`config.mk`:
```
export PLATFORM = sky130hd
export DESIGN_NAME = stopwatch_ctrl_flat
export DESIGN_NICKNAME = d
export VERILOG_FILES = /design/src/rtl/stopwatch_ctrl_if.sv /design/src/rtl/stopwatch_ctrl.sv /design/src/flat_wrapper.sv
export SDC_FILE = /design/constraint.sdc
export NUM_CORES = 1
export LEC_CHECK = 0
export BUFFER_PORTS_ARGS = -buffer_cell sky130_fd_sc_hd__buf_2
export CAP_MARGIN = 0
export CORE_MARGIN = 8
export CORE_UTILIZATION = 28
export CTS_CLUSTER_SIZE = 14
export DETAILED_ROUTE_END_ITERATION = 10
export PLACE_DENSITY = 0.56
export SLEW_MARGIN = 20
export SYNTH_ARGS = -nofsm -noshare
export SYNTH_HDL_FRONTEND = slang
export SYNTH_SLANG_ARGS = --single-unit
```
`constraint.sdc`:
```
create_clock -name clk -period 3.6 [get_ports clk]
set_clock_uncertainty 0.15 [all_clocks]
set_input_delay 0.72 -clock clk [delete_from_list [all_inputs] [get_ports clk]]
set_output_delay 0.72 -clock clk [all_outputs]
set_load 0.02 [all_outputs]
```
`src/rtl/stopwatch_ctrl_if.sv`:
```
// Button inputs and display/status outputs of the stopwatch core (optional split: STOPWATCH_SPLIT_EN).
// Latency: pure wiring, no registers.
// Backpressure: none; outputs are level/pulse signals sampled every cycle by the consumer.
interface stopwatch_ctrl_if #(
   parameter int DIGITS = 4
);
   logic [3:0]          btn;
   logic [4*DIGITS-1:0] count_bcd;
   logic [4*DIGITS-1:0] display_bcd;
   logic                frozen;
   logic [3:0]          led;
   logic                tick;
   logic                ovf;

   modport master (
      input  btn,
      output count_bcd, display_bcd, frozen, led, tick, ovf
   );

   modport slave (
      output btn,
      input  count_bcd, display_bcd, frozen, led, tick, ovf
   );
endinterface

```
`src/rtl/stopwatch_ctrl.sv`:
```
// Stopwatch core: debounced buttons, one-hot RESET/RUN/SPLIT/STOP FSM, BCD count, split snapshot (STOPWATCH_SPLIT_EN).
// Latency: a button release acts on the 3rd rising edge; every output is registered.
// Backpressure: none; the display decoder consumes outputs every cycle.
module stopwatch_ctrl #(
   parameter int TICK_DIV   = 5000000,
   parameter int DIGITS     = 4,
   parameter int DEB_CYCLES = 1000
) (
   input  logic             clk,
   input  logic             rst,
   stopwatch_ctrl_if.master sw
);

`ifdef STOPWATCH_SPLIT_EN
   localparam bit SPLIT_EN = 1'b1;
`else
   localparam bit SPLIT_EN = 1'b0;
`endif
   localparam int PW = $clog2(TICK_DIV);
   localparam int DW = $clog2(DEB_CYCLES + 1);
   localparam int CW = 4 * DIGITS;

   typedef enum logic [3:0] {
      S_RESET = 4'b1000,
      S_RUN   = 4'b0100,
      S_SPLIT = 4'b0010,
      S_STOP  = 4'b0001
   } state_t;

   // Release events, one per button: [0] stop, [1] split, [2] start, [3] reset.
   logic [3:0] ev;

   for (genvar i = 0; i < 4; i++) begin : g_btn
      if (i != 1 || SPLIT_EN) begin : g_deb
         logic          s1;
         logic          s2;
         logic [DW-1:0] cnt;
         logic          armed;

         assign armed = (cnt == DW'(DEB_CYCLES));
         assign ev[i] = s2 & armed;

         // Synchronize the button (idle high), then count consecutive lows, saturating once armed.
         always_ff @(posedge clk or posedge rst) begin
            if (rst) begin
               s1  <= 1'b1;
               s2  <= 1'b1;
               cnt <= '0;
            end else begin
               s1 <= sw.btn[i];
               s2 <= s1;
               if (s2)
                  cnt <= '0;
               else if (!armed)
                  cnt <= cnt + 1'b1;
            end
         end
      end else begin : g_nodeb
         logic unused_btn;
         assign unused_btn = sw.btn[i];
         assign ev[i]      = 1'b0;
      end
   end

   state_t        state;
   state_t        state_nx;
   logic          clear;
   logic [PW-1:0] presc;
   logic [PW-1:0] presc_nx;
   logic [CW-1:0] count;
   logic [CW-1:0] count_nx;
   logic [CW-1:0] count_inc;
   logic          wrap;
   logic          tick;
   logic          tick_nx;
   logic          ovf;
   logic          ovf_nx;
`ifdef STOPWATCH_SPLIT_EN
   logic          capture;
`endif

   // Next state from the highest-priority event: reset > stop > start > split.
   always_comb begin
      state_nx = state;
      clear    = 1'b0;
`ifdef STOPWATCH_SPLIT_EN
      capture  = 1'b0;
`endif
      if (ev[3]) begin
         state_nx = S_RESET;
         clear    = 1'b1;
      end else if (ev[0]) begin
         if (state != S_RESET)
            state_nx = S_STOP;
      end else if (ev[2]) begin
         state_nx = S_RUN;
      end else if (ev[1]) begin
         if (state == S_RUN || state == S_SPLIT) begin
            state_nx = S_SPLIT;
`ifdef STOPWATCH_SPLIT_EN
            capture  = 1'b1;
`endif
         end
      end
   end

   // Decimal increment of the count; wrap flags the all-9s to zero rollover.
   always_comb begin
      logic carry;
      carry     = 1'b1;
      count_inc = count;
      for (int d = 0; d < DIGITS; d++) begin
         if (carry) begin
            if (count[4*d +: 4] == 4'd9) begin
               count_inc[4*d +: 4] = 4'd0;
            end else begin
               count_inc[4*d +: 4] = count[4*d +: 4] + 4'd1;
               carry               = 1'b0;
            end
         end
      end
      wrap = carry;
   end

   // Prescaler runs in RUN/SPLIT, holds in STOP/RESET; a reset event clears and suppresses the tick.
   always_comb begin
      presc_nx = presc;
      count_nx = count;
      tick_nx  = 1'b0;
      ovf_nx   = 1'b0;
      if (clear) begin
         presc_nx = '0;
         count_nx = '0;
      end else if (state == S_RUN || state == S_SPLIT) begin
         if (presc == PW'(TICK_DIV - 1)) begin
            presc_nx = '0;
            count_nx = count_inc;
            tick_nx  = 1'b1;
            ovf_nx   = wrap;
         end else begin
            presc_nx = presc + 1'b1;
         end
      end
   end

   // State, prescaler, count and pulse outputs.
   always_ff @(posedge clk or posedge rst) begin
      if (rst) begin
         state <= S_RESET;
         presc <= '0;
         count <= '0;
         tick  <= 1'b0;
         ovf   <= 1'b0;
      end else begin
         state <= state_nx;
         presc <= presc_nx;
         count <= count_nx;
         tick  <= tick_nx;
         ovf   <= ovf_nx;
      end
   end

   assign sw.count_bcd = count;
   assign sw.tick      = tick;
   assign sw.ovf       = ovf;

`ifdef STOPWATCH_SPLIT_EN
   logic [CW-1:0] snap;
   logic [CW-1:0] snap_nx;
   logic [CW-1:0] display;
   logic          frozen;
   logic          frozen_nx;

   // Snapshot takes the pre-increment count on a split; display follows the next-state view.
   always_comb begin
      snap_nx = snap;
      if (clear)
         snap_nx = '0;
      else if (capture)
         snap_nx = count;
      frozen_nx = (state_nx == S_SPLIT);
   end

   // Snapshot and registered display path.
   always_ff @(posedge clk or posedge rst) begin
      if (rst) begin
         snap    <= '0;
         frozen  <= 1'b0;
         display <= '0;
      end else begin
         snap    <= snap_nx;
         frozen  <= frozen_nx;
         display <= frozen_nx ? snap_nx : count_nx;
      end
   end

   assign sw.frozen      = frozen;
   assign sw.display_bcd = display;
   assign sw.led         = state;
`else
   assign sw.frozen      = 1'b0;
   assign sw.display_bcd = count;
   assign sw.led         = {state[3], state[2], 1'b0, state[0]};
`endif

endmodule

```
`src/flat_wrapper.sv`:
```
// flat-port wrapper written by rule: the top's interface ports become plain ports
module stopwatch_ctrl_flat 
#(
   parameter int TICK_DIV   = 5000000,
   parameter int DIGITS     = 4,
   parameter int DEB_CYCLES = 1000
)
  (clk, rst, sw_btn, sw_count_bcd, sw_display_bcd, sw_frozen, sw_led, sw_tick, sw_ovf);
  stopwatch_ctrl_if #(.DIGITS(DIGITS)) sw_i ();
  input  logic clk;
  input  logic rst;
  input wire logic [$bits(sw_i.btn)-1:0] sw_btn;
  output wire logic [$bits(sw_i.count_bcd)-1:0] sw_count_bcd;
  output wire logic [$bits(sw_i.display_bcd)-1:0] sw_display_bcd;
  output wire logic [$bits(sw_i.frozen)-1:0] sw_frozen;
  output wire logic [$bits(sw_i.led)-1:0] sw_led;
  output wire logic [$bits(sw_i.tick)-1:0] sw_tick;
  output wire logic [$bits(sw_i.ovf)-1:0] sw_ovf;
  assign sw_i.btn = sw_btn;
  assign sw_count_bcd = sw_i.count_bcd;
  assign sw_display_bcd = sw_i.display_bcd;
  assign sw_frozen = sw_i.frozen;
  assign sw_led = sw_i.led;
  assign sw_tick = sw_i.tick;
  assign sw_ovf = sw_i.ovf;
  stopwatch_ctrl #(.TICK_DIV(TICK_DIV), .DIGITS(DIGITS), .DEB_CYCLES(DEB_CYCLES)) u_core (.clk(clk), .rst(rst), .sw(sw_i));
endmodule
```
==> results.txt <==
----------------------------------------------------
[STA]
  Setup repair after global routing missed its margin ... no
  Ratio of final minimum period to clock period ... approximately 81%
  Hold Slack ... 204 ps
  Count of final hold-check violations ... 0
  Setup violation total in the final timing report ... 0
  Pins over their slew limit ... 0
  Final-layout setup total negative slack ... 0 ps
  Max-slew headroom ... a little under half
  Fmax ... roughly 340 MHz
  Min Tclk post-route ... 2930 ps
  Actual transition at the worst max-transition pin ... just over 800 ps

[Pwr]
  Combinational share of power ... 2.7%
  Fraction of power spent switching nets ... ~22%
  Int Power ... approximately 1.5 mW
  Total power divided by cell area ... between 300 and 400 nW/µm²
  Maximum VDD drop ... between 0.00015 and 0.0002 V
  Share of total power in sequential cells ... roughly 50%
  Clock network power share ... 47.0%
  Static power due to leakage ... 2.14 nW
  Psw ... between 0.3 and 0.4 mW

[Clocking]
  Post_cts resized ... 0
  Number of buffers inserted by post-CTS setup repair ... 0
  Clock sink count ... 80
  Root Buffer Master ... clkbuf_16
  Number of buffers created by CTS ... 9
  Clk_lat worst skew ... around 340 ps
  Clock transition at path regs ... approximately 60 ps
  Clock tree from TritonCTS ... built
  Longest Clk Path Bufs ... 2
  Cts-stage hold buffer count ... 0
  CTS H-tree lvls ... 3

[Synth]
  Mapped Avg Cell Area ... roughly 9.5 µm²
  EDFF count, synth ... 0
  Most area-hungry cell type in the Yosys netlist ... dfrtp_1
  Share of synthesized area occupied by flip-flops and latches ... 47.4%
  Number of register bits inferred by synthesis ... 80
  Compound-cell area share of the yosys netlist ... around 9.0%
  Mux share of post-synthesis cell area ... less than 1%
  Post-Syn Area ... 4240 µm²
  Top-area cell type share of the netlist area ... between 40% and 50%
  Adder and majority gate portion of the synthesized area ... under 10%
  Combinational family with the most area after synthesis ... simple AND/OR/NAND/NOR gates
  Post-synthesis instance total ... between 400 and 500
  Share of the synthesized netlist area taken by xor and xnor gates ... around 7.2%
  Share of flip-flops with an asynchronous set or reset ... between 90% and 100%
  Most used DFF post-synth ... dfrtp_1
  Most frequent cell after synthesis ... dfrtp_1
  Synth cell count leaders ... 73 x dfrtp_1, 54 x nor2_1, 34 x a21oi_1, 29 x nand2_1, 28 x nand3_1
  Area share of and/or/nand/nor cells after synthesis ... between 20% and 30%
  Number of unique standard cell types used by synthesis ... 48
  Synth top area cells ... dfrtp_1 43%, nor2_1 4.8%, ha_1 4.4%, dfstp_2 4.3%, xor2_1 4.3%
  Count of yosys warnings during synthesis ... 0

[Floorplan]
  Starting density of the core ... between 20 and 30%
  I/O pins ... between 40 and 50
  Die Width ... 139 µm
  Die outline height ... 139 µm
  Row count ... 45
  Die area ... 19300 µm²
  Placeable core region ... ~15000 µm²

[Min path]
  Hold-critical path endpoint ... u_core.g_btn[2].g_deb.s2$_DFF_PP1_
  Min-Delay Path Class ... reg -> reg
  Hold path depth ... 0
  Hold path startpoint ... u_core.g_btn[2].g_deb.s1$_DFF_PP1_

[Final layout]
  Share of post-route cells with drive strength above 1 ... 15.7%
  Number of nets in the layout ... around 490
  Area grow syn2layout ... 13.7%
  Fill count ... about 1500
  Number of antenna cells inserted ... 0
  Fraction of the core area covered by cells at the end of the flow ... between 30 and 40%
  Final cell count without fillers ... 666

[Setup path]
  Buffer and inverter count on the worst path ... 0
  Top Family by Delay on Critical Path ... simple AND/OR/NAND/NOR gates
  Arrival time of the worst setup path ... ~3000 ps
  Worst setup EP type ... register
  Path type of the worst setup path ... reg -> reg
  Largest stage delay on the critical path ... between 600 and 700 ps
  Beginning of the worst register-to-register path ... u_core.presc[0]$_DFFE_PP0N_
  Logic depth of the worst register-to-register path ... 6
  Kind of start point of the critical path ... register
  Highest fanout seen on the critical path ... 17
  Crit-path slowest cell ... or2b_1
  Worst reg2reg endpoint ... u_core.presc[19]$_DFFE_PP0N_
  Worst reg-to-reg setup slack ... 670 ps
  Worst Path Required ... ~3600 ps
  List of cells traversed by the critical path ... ha_1 > nand2_1 > or4_4 > or2_0 > or2b_1 > nor2_1

[Global route]
  Antenna violations before repair ... 0
  GRT overflow ... 0
  Vias in the first global route ... about 3200
  Global-route usage over all layers ... about a tenth
  Wire length of the first global-routing pass ... about 16000 µm
  Largest net degree at the start of global routing ... 43

[Routing]
  Number of design rule violations left after detail routing ... 0
  Routed vias ... ~3300
  Post-detailed-route wirelength per cell ... ~13 µm
  Initial drt markers ... about 160
  Drt total wl ... just under 9000 µm
  Count of TritonRoute iterations in the first routing pass ... 4
  Detail-routed via count per cell ... 4.90
  Antenna Violating Nets Remaining ... 0

[Place]
  Final weighted congestion in routability-driven placement ... between 0.7 and 0.8
  Cell total after placement ... 650
  Detailed-placement wirelength estimate ... 6380 µm
  Number of I/O port buffers ... between 40 and 50

[Outcome]
  Status ... finished clean

[Run]
  # Max-Cap Violations ... 0

----------------------------------------------------
## worst max-delay path by stage
stage / start / endpoint / slack, ps / cells after the start
2_1_floorplan: rst / u_core.g_btn[0].g_deb.cnt[0]$_DFFE_PP0P_ / 690 / 1
3_3_place_gp: u_core.presc[0]$_DFFE_PP0N_ / u_core.presc[5]$_DFFE_PP0N_ / 680 / 6
3_5_place_dp: u_core.presc[0]$_DFFE_PP0N_ / u_core.presc[13]$_DFFE_PP0N_ / 640 / 6
4_1_cts: u_core.presc[0]$_DFFE_PP0N_ / u_core.presc[19]$_DFFE_PP0N_ / 630 / 6
5_1_grt: u_core.presc[0]$_DFFE_PP0N_ / u_core.presc[16]$_DFFE_PP0N_ / 380 / 6
6_report: u_core.presc[0]$_DFFE_PP0N_ / u_core.presc[19]$_DFFE_PP0N_ / 670 / 6
## layout by cell type (no fill, tap or decap), types with 2 or more instances in the layout
cell       count
a2111oi_0      2
a21oi_1       34
and3_1        11
and3b_1        3
and4_1         2
buf_2         41
buf_4          5
clkbuf_16      9
clkbuf_8       3
clkinv_2       4
conb_1         2
dfrtp_1       73
dfstp_2        7
ha_1          15
inv_1         16
mux2i_1        4
nand2_1       29
nand2b_1       3
nand3_1       28
nand4_1       10
nand4b_1       2
nand4bb_1      2
nor2_1        54
nor2b_1        4
nor3_1         8
nor3b_1        2
nor4_1         6
nor4_2         2
nor4bb_1       2
o2111ai_1      4
o211ai_1       2
o21ai_0       16
o31ai_1        4
or3_1         14
or3b_2         2
or4_1          6
xnor2_1       14
xor2_1        21
## state kept, by name, summed over array words and instances, names as in the netlist
register	cells
u_core.g_btn.g_deb.s2	3
u_core.g_btn.g_deb.cnt	30
u_core.presc	23
u_core.g_btn.g_deb.s1	3
u_core.state	3
u_core.sw.count_bcd	16
u_core.sw.tick	1
u_core.sw.ovf	1
## metal layers
layer / track usage [%] / part of all wire (%) / wire [µm] / vias up
li1: - / - / - / 1606
met1: 11.5 / 46 / 4140 / 1597
met2: 16.5 / 48 / 4310 / 47
met3: 2.10 / 3.7 / 330 / 12
met4: 4.91 / 1.9 / 174 / 0
met5: 0 / 0 / 0 / -
## power groups by stage
stage	combinational [mW]	sequential, mW	clock, mW
2_1_floorplan	0.0434	0.938	0
3_3_place_gp	0.0507	0.945	0
3_5_place_dp	0.0531	0.945	0
4_1_cts	0.0534	0.929	0.896
5_1_grt	0.0610	0.931	0.940
6_report	0.0507	0.929	0.869
## stage by stage
stage / area (µm²) / power, mW / worst slack [ps]
6_report: 4820 / 1.85 / 670
5_1_grt: 4820 / 1.93 / 381
4_1_cts: 4820 / 1.88 / 630
3_5_place_dp: 4530 / 0.998 / 639
3_3_place_gp: 4530 / 0.995 / 677
2_1_floorplan: 4240 / 0.981 / 690
## layout make-up
cell class | instances | area, µm² | area share [%]
flip-flops and latches | 80 | 2010 | 41.7
multi-input cells | 319 | 1980 | 41.1
clock buffers | 13 | 270 | 5.61
repair buffers | 46 | 243 | 5.04
well taps | 188 | 235 | 4.88
inverters | 17 | 65.1 | 1.35
clock inverters | 3 | 15.0 | 0.312
## kinds of logic (layout without fill, tap and decap cells)
group	Yosys count	after routing
compound gates	66	66
xor+xnor	35	35
fa+ha+maj	15	15
buf+inv	49	79
flops	80	80
mux	4	4
other cells	1	2
simple gates	197	197
Power figures use the tool's default switching activity.
